[config.mk]
export PLATFORM = sky130hd
export DESIGN_NAME = load_align_unit
export DESIGN_NICKNAME = d
export VERILOG_FILES = /design/src/rtl/load_align_unit.sv
export SDC_FILE = /design/constraint.sdc
export NUM_CORES = 1
export LEC_CHECK = 0
export CAP_MARGIN = 15
export CORE_AREA = 5 5 112 114
export CTS_CLUSTER_DIAMETER = 60
export DETAILED_ROUTE_END_ITERATION = 12
export DIE_AREA = 0 0 117 119
export PLACE_DENSITY = 0.9
export RECOVER_POWER = 50
export SETUP_SLACK_MARGIN = 0.5
export SYNTH_ARGS = -nofsm -noshare
export SYNTH_HDL_FRONTEND = slang
export SYNTH_SLANG_ARGS = --single-unit
[constraint.sdc]
create_clock -name clk -period 11.5 [get_ports clk]
set_input_delay 2.875 -clock clk [delete_from_list [all_inputs] [get_ports clk]]
set_output_delay 2.875 -clock clk [all_outputs]
set_load 0.02 [all_outputs]
[src/rtl/load_align_unit.sv]
// Memory-stage load unit: byte/half/word loads at any byte address, split into two
// memory beats when the access straddles a word; result aligned, extended, registered.
// Latency: accept to ReadValid is 2 cycles (aligned) or 3 cycles (split) plus memory
// wait cycles.
// Backpressure: StallM holds the pipeline from accept until the last beat is acked;
// memory stalls by withholding MemAck.
// Optional feature: define MISALIGN_TRAP_EN to trap misaligned half/word loads
// on MisalignExc instead of servicing them.
module load_align_unit #(
    parameter int DATA_W = 32,
    parameter int ADDR_W = 32
) (
    input  logic              clk,
    input  logic              reset,
    input  logic              LoadReqM,
    input  logic [ADDR_W-1:0] AddrM,
    input  logic [1:0]        MemReadM,
    input  logic              SignedM,
    output logic [ADDR_W-1:0] MemAddr,
    output logic              MemRd,
    input  logic              MemAck,
    input  logic [DATA_W-1:0] MemData,
    output logic [DATA_W-1:0] ReadData,
    output logic              ReadValid,
    output logic              StallM
`ifdef MISALIGN_TRAP_EN
    ,
    output logic              MisalignExc
`endif
);

    localparam int OFF_W = $clog2(DATA_W / 8);
    localparam int BYTES = DATA_W / 8;
    localparam logic [OFF_W+1:0] BYTES_W = (OFF_W + 2)'(BYTES);

    typedef enum logic [1:0] {IDLE, BEAT0, BEAT1, DONE} state_t;

    state_t              state_q;
    logic [OFF_W-1:0]    off_q;
    logic [1:0]          size_q;
    logic                signed_q;
    logic                split_q;
    logic [DATA_W-1:0]   lo_buf_q;
    logic [ADDR_W-1:0]   mem_addr_q;
    logic                mem_rd_q;
    logic [DATA_W-1:0]   rd_data_q;
    logic                rd_vld_q;
`ifdef MISALIGN_TRAP_EN
    logic                exc_q;
    logic                req_misalign;
`endif

    logic                req_vld;
    logic [OFF_W-1:0]    req_off;
    logic [OFF_W+1:0]    req_bytes;
    logic                req_split;
    logic [ADDR_W-1:0]   req_word_addr;

    logic [DATA_W-1:0]   beat_lo;
    logic [DATA_W-1:0]   beat_hi;
    logic [2*DATA_W-1:0] pair;
    logic [DATA_W-1:0]   win;
    logic [DATA_W-1:0]   keep_mask;
    logic                sign_bit;
    logic [DATA_W-1:0]   rd_data_d;

    // Decode the incoming request: size in bytes, offset, straddle test.
    always_comb begin
        req_vld       = LoadReqM && (MemReadM != 2'd0);
        req_off       = AddrM[OFF_W-1:0];
        req_word_addr = {AddrM[ADDR_W-1:OFF_W], {OFF_W{1'b0}}};
        case (MemReadM)
            2'd1:    req_bytes = (OFF_W + 2)'(1);
            2'd2:    req_bytes = (OFF_W + 2)'(2);
            default: req_bytes = (OFF_W + 2)'(4);
        endcase
        req_split = ({2'b00, req_off} + req_bytes) > BYTES_W;
`ifdef MISALIGN_TRAP_EN
        req_misalign = ((MemReadM == 2'd2) && req_off[0]) ||
                       ((MemReadM == 2'd3) && (req_off[1:0] != 2'b00));
`endif
    end

    // Align and extend the result from the beat being acked this cycle. The high
    // word is only ever the BEAT1 data, so it is taken straight from MemData and
    // never needs its own buffer; it is zero on the non-split path.
    always_comb begin
        beat_lo = lo_buf_q;
        beat_hi = '0;
        if (state_q == BEAT0) begin
            beat_lo = MemData;
        end else if (state_q == BEAT1) begin
            beat_hi = MemData;
        end
        pair = {beat_hi, beat_lo};
        win  = DATA_W'(pair >> {off_q, 3'b000});
        case (size_q)
            2'd1: begin
                keep_mask = DATA_W'(8'hFF);
                sign_bit  = win[7];
            end
            2'd2: begin
                keep_mask = DATA_W'(16'hFFFF);
                sign_bit  = win[15];
            end
            default: begin
                keep_mask = DATA_W'(32'hFFFF_FFFF);
                sign_bit  = win[31];
            end
        endcase
        rd_data_d = (win & keep_mask) | ((signed_q && sign_bit) ? ~keep_mask : '0);
    end

    // Load FSM with all memory and writeback outputs registered.
    always_ff @(posedge clk or posedge reset) begin
        if (reset) begin
            state_q    <= IDLE;
            off_q      <= '0;
            size_q     <= 2'd0;
            signed_q   <= 1'b0;
            split_q    <= 1'b0;
            lo_buf_q   <= '0;
            mem_addr_q <= '0;
            mem_rd_q   <= 1'b0;
            rd_data_q  <= '0;
            rd_vld_q   <= 1'b0;
`ifdef MISALIGN_TRAP_EN
            exc_q      <= 1'b0;
`endif
        end else begin
            rd_vld_q <= 1'b0;
`ifdef MISALIGN_TRAP_EN
            exc_q    <= 1'b0;
`endif
            case (state_q)
                IDLE: begin
                    if (req_vld) begin
                        off_q    <= req_off;
                        size_q   <= MemReadM;
                        signed_q <= SignedM;
                        split_q  <= req_split;
`ifdef MISALIGN_TRAP_EN
                        if (req_misalign) begin
                            // No memory traffic; ReadData keeps its old value.
                            state_q  <= DONE;
                            rd_vld_q <= 1'b1;
                            exc_q    <= 1'b1;
                        end else begin
                            state_q    <= BEAT0;
                            mem_rd_q   <= 1'b1;
                            mem_addr_q <= req_word_addr;
                        end
`else
                        state_q    <= BEAT0;
                        mem_rd_q   <= 1'b1;
                        mem_addr_q <= req_word_addr;
`endif
                    end
                end
                BEAT0: begin
                    if (MemAck) begin
                        lo_buf_q <= MemData;
                        if (split_q) begin
                            state_q    <= BEAT1;
                            mem_addr_q <= mem_addr_q + ADDR_W'(BYTES);
                        end else begin
                            state_q   <= DONE;
                            mem_rd_q  <= 1'b0;
                            rd_data_q <= rd_data_d;
                            rd_vld_q  <= 1'b1;
                        end
                    end
                end
                BEAT1: begin
                    if (MemAck) begin
                        state_q   <= DONE;
                        mem_rd_q  <= 1'b0;
                        rd_data_q <= rd_data_d;
                        rd_vld_q  <= 1'b1;
                    end
                end
                DONE: begin
                    state_q <= IDLE;
                end
                default: begin
                    state_q <= IDLE;
                end
            endcase
        end
    end

    // Stall while memory is outstanding, including the accept cycle itself.
    always_comb begin
        StallM = (state_q == BEAT0) || (state_q == BEAT1) ||
                 ((state_q == IDLE) && req_vld);
    end

    assign MemAddr   = mem_addr_q;
    assign MemRd     = mem_rd_q;
    assign ReadData  = rd_data_q;
    assign ReadValid = rd_vld_q;
`ifdef MISALIGN_TRAP_EN
    assign MisalignExc = exc_q;
`endif

endmodule

* Yosys cells after proc, flatten, opt, wreduce, memory -nomap -nowiden *
Index checks and enable logic that the tools add are counted.

storage, ports and cells
  output and inout bits = 67
  logic and storage cells = 74
  register bits = 106
  bits of input ports = 71

operators by class
  equal/unequal tests = 12
  $add $sub $neg = 2
  magnitude comparators = 1
  bitwise operators = 3
  shift-type cells = 1
  reduce and logical (&&, ||, !) cells = 16
  mux-type cells = 29

operators with widths
  kind                     count
  $mux W32                 10
  $pmux W32 S2             3
  $shr A64 B5 Y32          1
  $add A32 B3 Y32 const B  1
  $and A32 B32 Y32         1
  $not A32 Y32             1
  $or A32 B32 Y32          1
  $ne A2 B2 Y1 const B     5
  $eq A2 B2 Y1 const B     4
  $mux W1                  8
  $pmux W2 S4              1
  $reduce_and A4 Y1        2
  $eq A2 B1 Y1 const B     3
  $mux W2                  3
  $pmux W3 S2              1
  $reduce_bool A2 Y1       3
  $reduce_and A5 Y1        1
  $add A2 B4 Y4            1
  $gt A4 B3 Y1 const B     1
  $pmux W1 S2              2
  $reduce_and A2 Y1        2
  $logic_and A1 B1 Y1      3
  $pmux W1 S3              1
  $reduce_and A3 Y1        1
  other kinds (3)          4

* Depth between registers and ports, before layout *
Gate-level depths: netlist of run 1.

  depth in word-level cells = 11
  depth in mapped cells = 10
  gate-level depth less buffers = 9

* Worst setup path before layout of run 1 *
OpenSTA, ideal clock, no wires.

  path type = in2out
  start = in MemReadM[0]
  end = out StallM
  required time = 8.625 ns
  buffers on the path = 0
  cell stages on the path = 4
  arrival = 3.643 ns
  slack = 4.982 ns
  cell sequence = inv_1 > ha_1 > nand3b_1 > nand2b_1

between the ends
  cells in the longest elaborated chain, start to end = 4

RTL lines
  item                 RTL line  RTL
  start, declared      17        input logic [1:0] MemReadM,
  $reduce_bool A2 Y1   69        req_vld = LoadReqM && (MemReadM != 2'd0);
  $logic_and A1 B1 Y1  69
  $logic_and A1 B1 Y1  195       ((state_q == IDLE) && req_vld);
  $logic_or A1 B1 Y1   194       StallM = (state_q == BEAT0) || (state_q == BEAT1) ||
  end, declared        25        output logic StallM

Every way passes these cells.

==> metrics.md, run 1 <==
| Metric | Value |
|---|---|
| Leading cell type in the layout, fill and taps excluded | clkdlybuf4s50_1 |
| Detailed Place HPWL | ~12000 um |
| Slew Limit Fails | about 120 |
| Overflow after GRT | 0 |
| Initial core utilization | a little over half |
| Ratio of final minimum period to clock period | 68.77% |
| Total Power | roughly 2.4 mW |
| Final setup fails | 0 |
| Remaining DRCs | 0 |
| H-tree depth | 3 |
| Hold-fix buffers at CTS | 0 |
| Synth Flop Type | dfrtp_1 |
| Initial DRC count | around 840 |
| Crit Path Max Fanout | 57 |
| PostCTS Resize Cnt | 0 |
| R2r startpoint | state_q[1] |
| Final Util | 69.62% |
| Critical hold path startpoint | ReadData[0] |
| Clock skew | around 9.2 ps |
| Die Span Y | ~120 um |
| Max Fclk | approximately 130 MHz |
| Vias per std cell | roughly 6.5 |
| Mapped Area | ~6200 um2 |
| CTS Buf Count | 9 |
| Port bufs | ~140 |
| Setup TNS | 0 ps |
| Number of flops mapped to enable cells by yosys | 0 |
| Antenna violations before repair | 0 |
| Total Routing Usage GR | about a quarter |
| Clock Tree Buf Depth | 2 |
| Leakage | roughly 3.2 nW |
| Min Tclk post-route | 7908 ps |
| Clock sink count | between 100 and 150 |
| Row count | 39 |
| Area delta synth->final | 28.05% |
| Post-synth top area share | around 42% |
| Core area | 11320 um2 |
| YS warnings | 0 |
| Pwr/cell area | 310.5 nW/um2 |
| Synth Register Bits | approximately 100 |
| Worst VDD drop | between 0.15 and 0.2 mV |
| Synth Instances | between 600 and 700 |
| IO Pins | between 100 and 150 |
| Most frequent cells in the layout | clkdlybuf4s50_1 (132), dfrtp_1 (103), mux2_2 (44), nand2_1 (43), a21oi_1 (43) |
| Status | complete, but fails checks |
| Vias in the first global route | between 5000 and 6000 |
| Post-route ant nets | 0 |
| Routed wire length | ~17000 um |
| Netlist cell types | 52 |
| Global-route wire length before repair | 28030 um |
| Wire per inst | 20.08 um |
| Largest net degree at the start of global routing | 94 |
| MaxCap Viol Count | 3 |
| Avg Inst Size Synth | a little over 10 um2 |
| CP required | about 11000 ps |
| Post-CTS Setup Inserts | 0 |
| Hold WS | just under 500 ps |
| Via count | around 5600 |
| CP startpoint kind | primary input |
| Root buffer cell | clkbuf_16 |
| Share of layout cells above drive strength 1 | between 10% and 20% |
| Crit path kind | in2async |
| Arrival @ worst endpoint | between 7000 and 8000 ps |
| Final nets | 800 |
| Seq/Total Area, Yosys | between 40% and 50% |
| ANT cells | 0 |
| CTS tree | yes |
| Slew of the pin with the lowest slew margin | 3025 ps |
| Clk_lat worst skew | roughly 350 ps |
| Final Hold Violating Endpoints | 0 |
| Kind of end point of the critical path | asynchronous set/reset pin |
| CTS clk-pin slew, worst paths | ~70 ps |
| Die Wd | 117 um |
| Hold WC Path Type | reg2reg |
| RD Place Congestion | 0.9077 |
| Crit. Startpoint | reset |
| Die ar. | approximately 14000 um2 |
| Yosys top cell by area | dfrtp_1 |
| Area contributors post-synth | dfrtp_1 (42%), mux2_2 (8.1%), mux2i_1 (5.4%) |
| Drt pass-1 iters | 6 |
| RSZ-0062 raised after global routing | false |
| Max transition margin | -101.7% |
| Ys async rst share | 100.0% |
| Failing checks | capacitance limit, slew limit |
cells in the mapped netlist, types with 14 or more instances:
cell and count:
mux2i_1 33, dfrtp_1 104, nor2_1 14, o22ai_1 35
clkbuf_1 27, mux2_2 44, o21ai_0 34, a221o_1 23
a211oi_1 16, nand3_1 26, nand2_1 43, a21oi_1 43
path summary, 6_finish.rpt:
kind	endpoint	slack, ps	depth (start not counted)
min reg2reg	ReadData[0]	490	2
max	off_q[0]	3590	4
min in group asynchronous	MemAddr[18]	3110	2
max in group clk	StallM	3820	6
max reg2reg	MemAddr[4]	7690	8
min	ReadData[0]	490	2
stage by stage:
| step | worst slack (ps) | cells | instance area (um2) |
|---|---|---|---|
| CTS | 3894 | 862 | 7886 |
| floorplan | 4982 | 609 | 6158 |
| global placement | 3932 | 846 | 7550 |
| global route | 2518 | 863 | 7881 |
| detailed placement | 3895 | 846 | 7550 |
| finish | 3592 | 863 | 7881 |
sequential cells by signal, summed over array words and instances, names as in the netlist:
| signal | cells |
|---|---|
| MemRd | 1 |
| MemAddr | 30 |
| ReadData | 32 |
| state_q | 2 |
| lo_buf_q | 32 |
| off_q | 2 |
| split_q | 1 |
| ReadValid | 1 |
| size_q | 2 |
| signed_q | 1 |
metal layers:
metal	wire [um]	GRT usage (%)
met1	6888	32.26
met3	1439	4.665
met5	0	0
met2	8635	41.50
met4	365	9.391
final cells by class:
| class | instances | area, um2 |
|---|---|---|
| fill | 834 | 3440 |
| timing repair buffer | 141 | 1385 |
| multi-input combinational | 446 | 3327 |
| tap | 143 | 178.9 |
| inverter | 13 | 50.05 |
| clock buffer | 11 | 232.7 |
| sequential | 104 | 2604 |
| clock inverter | 5 | 103.9 |
power breakdown:
group	switching, mW	leakage, nW	internal [mW]
combinational	0.743	1.73	0.633
clock	0.141	0.164	0.214
sequential	0.178	1.28	0.540
total	1.06	3.18	1.39
worst max-delay path, cell delays in order:
cell and delay, ps:
dlygate4sd3_1 550, clkinvlp_2 540, clkbuf_1 1240, clkbuf_1 2220
cells by family after synthesis:
family                   Yosys count  synth area share, %
AO/OA/AOI/OAI                    193                21.20
AND/OR/NAND/NOR                  152                13.09
flip-flops                       104                42.29
multiplexers                      85                16.34
buffers and inverters             59                4.046
adder cells (fa/ha/maj)           14                2.968
other                              1              0.06093
Power figures use the tool's default switching activity.
==> run 2, diff against run 1 <==
Settings changed: CORE_AREA 5 5 112 114 to 5 5 116 118, DIE_AREA 0 0 117 119 to 0 0 121 123, PLACE_DENSITY 0.9 to 0.85.
Clock period 11.5 ns to 7.7 ns, I/O delays scaled along.
==> run 2 against run 1 <==
Against the previous run: the run still ends with capacitance limit, slew limit left; wire length up 1.8%; count of clock-buffer cells in the layout is 1 lower; power is 49% higher; final cell count rose by 3.5%; global-route usage down 1.5 points; combinational power grew 49%; hold slack got worse by 13 ps; critical endpoint is now StallM.
==> metrics.md, run 2 (same netlist as run 1, synthesis figures left out) <==
| Metric | Value |
|---|---|
| Status | complete, but fails checks |
| Failing checks | capacitance limit, slew limit |
| Final worst-path setup slack | ~1800 ps |
| Die Wd | around 120 um |
| Max Fclk | 170.2 MHz |
| RSZ-0062 raised after global routing | false |
| Hold-fix buffers at CTS | 0 |
| Initial core utilization | 49.78% |
| Die Span Y | between 100 and 150 um |
| Setup TNS | 0 ps |
| Initial DRC count | between 600 and 700 |
| Global-route wire length before repair | between 20000 and 30000 um |
| Port bufs | between 100 and 150 |
| Clk_lat worst skew | between 300 and 400 ps |
| Critical Path, Cell by Cell | dlygate4sd3_1, inv_1, ha_1, nand3b_1, nand2b_1, clkdlybuf4s50_1 |
| CTS clk-pin slew, worst paths | 70 ps |
| Vias per std cell | between 6 and 7 |
| Vias in the first global route | 5399 |
| Area delta synth->final | 29.03% |
| CP startpoint kind | primary input |
| CTS tree | yes |
| Min Tclk post-route | just under 6000 ps |
| CP peak stage delay | between 600 and 700 ps |
| Pwr/cell area | between 400 and 500 nW/um2 |
| ANT cells | 0 |
| IO Pins | roughly 140 |
| Worst VDD drop | 0.1833 mV |
| Wire per inst | 19.76 um |
| Clock skew | 13.91 ps |
| Hold WS | about 480 ps |
| Clock sink count | between 100 and 150 |
| Post-CTS Setup Inserts | 0 |
| Final Hold Violating Endpoints | 0 |
| Leading cell type in the layout, fill and taps excluded | dfrtp_1 |
| Share of layout cells above drive strength 1 | between 10 and 15% |
| Largest net degree at the start of global routing | 94 |
| Slowest-stage cell, CP | clkdlybuf4s50_1 |
| Hold WC Path Type | reg2reg |
| H-tree depth | 3 |
| Antenna violations before repair | 0 |
| Leakage | about 3.3 nW |
| Core area | about 12000 um2 |
| Final setup fails | 0 |
| Ratio of final minimum period to clock period | 76.29% |
| Root buffer cell | clkbuf_16 |
| Crit Path Max Fanout | 9 |
| Detailed Place HPWL | 12510 um |
| RD Place Congestion | approximately 0.89 |
| Most frequent cells in the layout | dfrtp_1 (103), clkdlybuf4s50_1 (76), dlygate4sd3_1 (59), mux2_2 (44) |
| Post-route ant nets | 0 |
| Kind of end point of the critical path | output pin |
| Row count | 41 |
| Clock Tree Buf Depth | 2 |
| Max transition margin | -29.00% |
| Crit path kind | in2out |
| CTS Buf Count | 9 |
| Die ar. | 14880 um2 |
| MaxCap Viol Count | 2 |
| PostCTS Resize Cnt | 0 |
| CP required | ~5800 ps |
| Slew Limit Fails | slightly below 80 |
| Final nets | around 800 |
| Overflow after GRT | 0 |
| Total Routing Usage GR | between 20% and 30% |
| Slew of the pin with the lowest slew margin | a little under 2000 ps |
| Drt pass-1 iters | 5 |
| Remaining DRCs | 0 |
| Via count | ~5600 |
| DP Worst Slack | 1906 ps |
| Routed wire length | around 18000 um |
| Arrival @ worst endpoint | approximately 4000 ps |
## run 2: changes by cell type in the layout (fill, tap and decap cells not counted)
cell	previous run	this run
clkdlybuf4s50_1	132	76
buf_4	3	4
clkinvlp_4	0	2
clkinv_2	1	0
clkbuf_8	0	1
clkbuf_1	5	3
dlygate4sd3_1	3	59
## run 2: path summary, 6_finish.rpt
check,start,endpoint,slack [ps],cells after the start
max reg2reg,state_q[1],ReadData[15],3410,8
max,MemReadM[0],StallM,1830,6
max in group asynchronous,reset,off_q[0],3780,3
min,ReadData[7],ReadData[7],480,2
min in group asynchronous,reset,MemAddr[19],2340,2
min reg2reg,ReadData[7],ReadData[7],480,2
## run 2: per-stage QoR
step / area [um2] / util (%) / std cells / power, mW
2_1_floorplan: 6158 / - / 609 / 2.451
3_3_place_gp: 7601 / 61.48 / 877 / 3.015
3_5_place_dp: 7601 / 61.48 / 877 / 3.134
4_1_cts: 7954 / 64.34 / 893 / 3.680
5_1_grt: 7941 / 64.23 / 893 / 3.865
6_report: 7941 / 64.23 / 893 / 3.640
## run 2: routing by layer
metal | global-route usage [%] | vias to the layer above | routed length [um]
li1 | - | 2549 | -
met1 | 31.02 | 2749 | 7213
met5 | 0 | - | 0
met4 | 6.091 | 0 | 215
met2 | 39.74 | 272 | 8729
met3 | 4.803 | 23 | 1485
## run 2: power breakdown
part | switching, mW | internal (mW)
Clock | 0.214 | 0.328
Sequential | 0.238 | 0.806
Combinational | 1.15 | 0.905
Total | 1.60 | 2.04
## run 2: critical path, delay by kind of cell
kind / cells / cell delay, ps
adder cells (fa/ha/maj): 1 / 210
buffers and inverters: 3 / 1270
AND/OR/NAND/NOR: 2 / 550
## run 2: final cells by class
| type | instances | area, um2 |
|---|---|---|
| timing repair buffer | 142 | 1393 |
| multi-input combinational | 446 | 3327 |
| clock inverter | 6 | 113.9 |
| sequential | 104 | 2604 |
| inverter | 13 | 50.05 |
| clock buffer | 10 | 239.0 |
| fill | 975 | 4422 |
| tap | 172 | 215.2 |
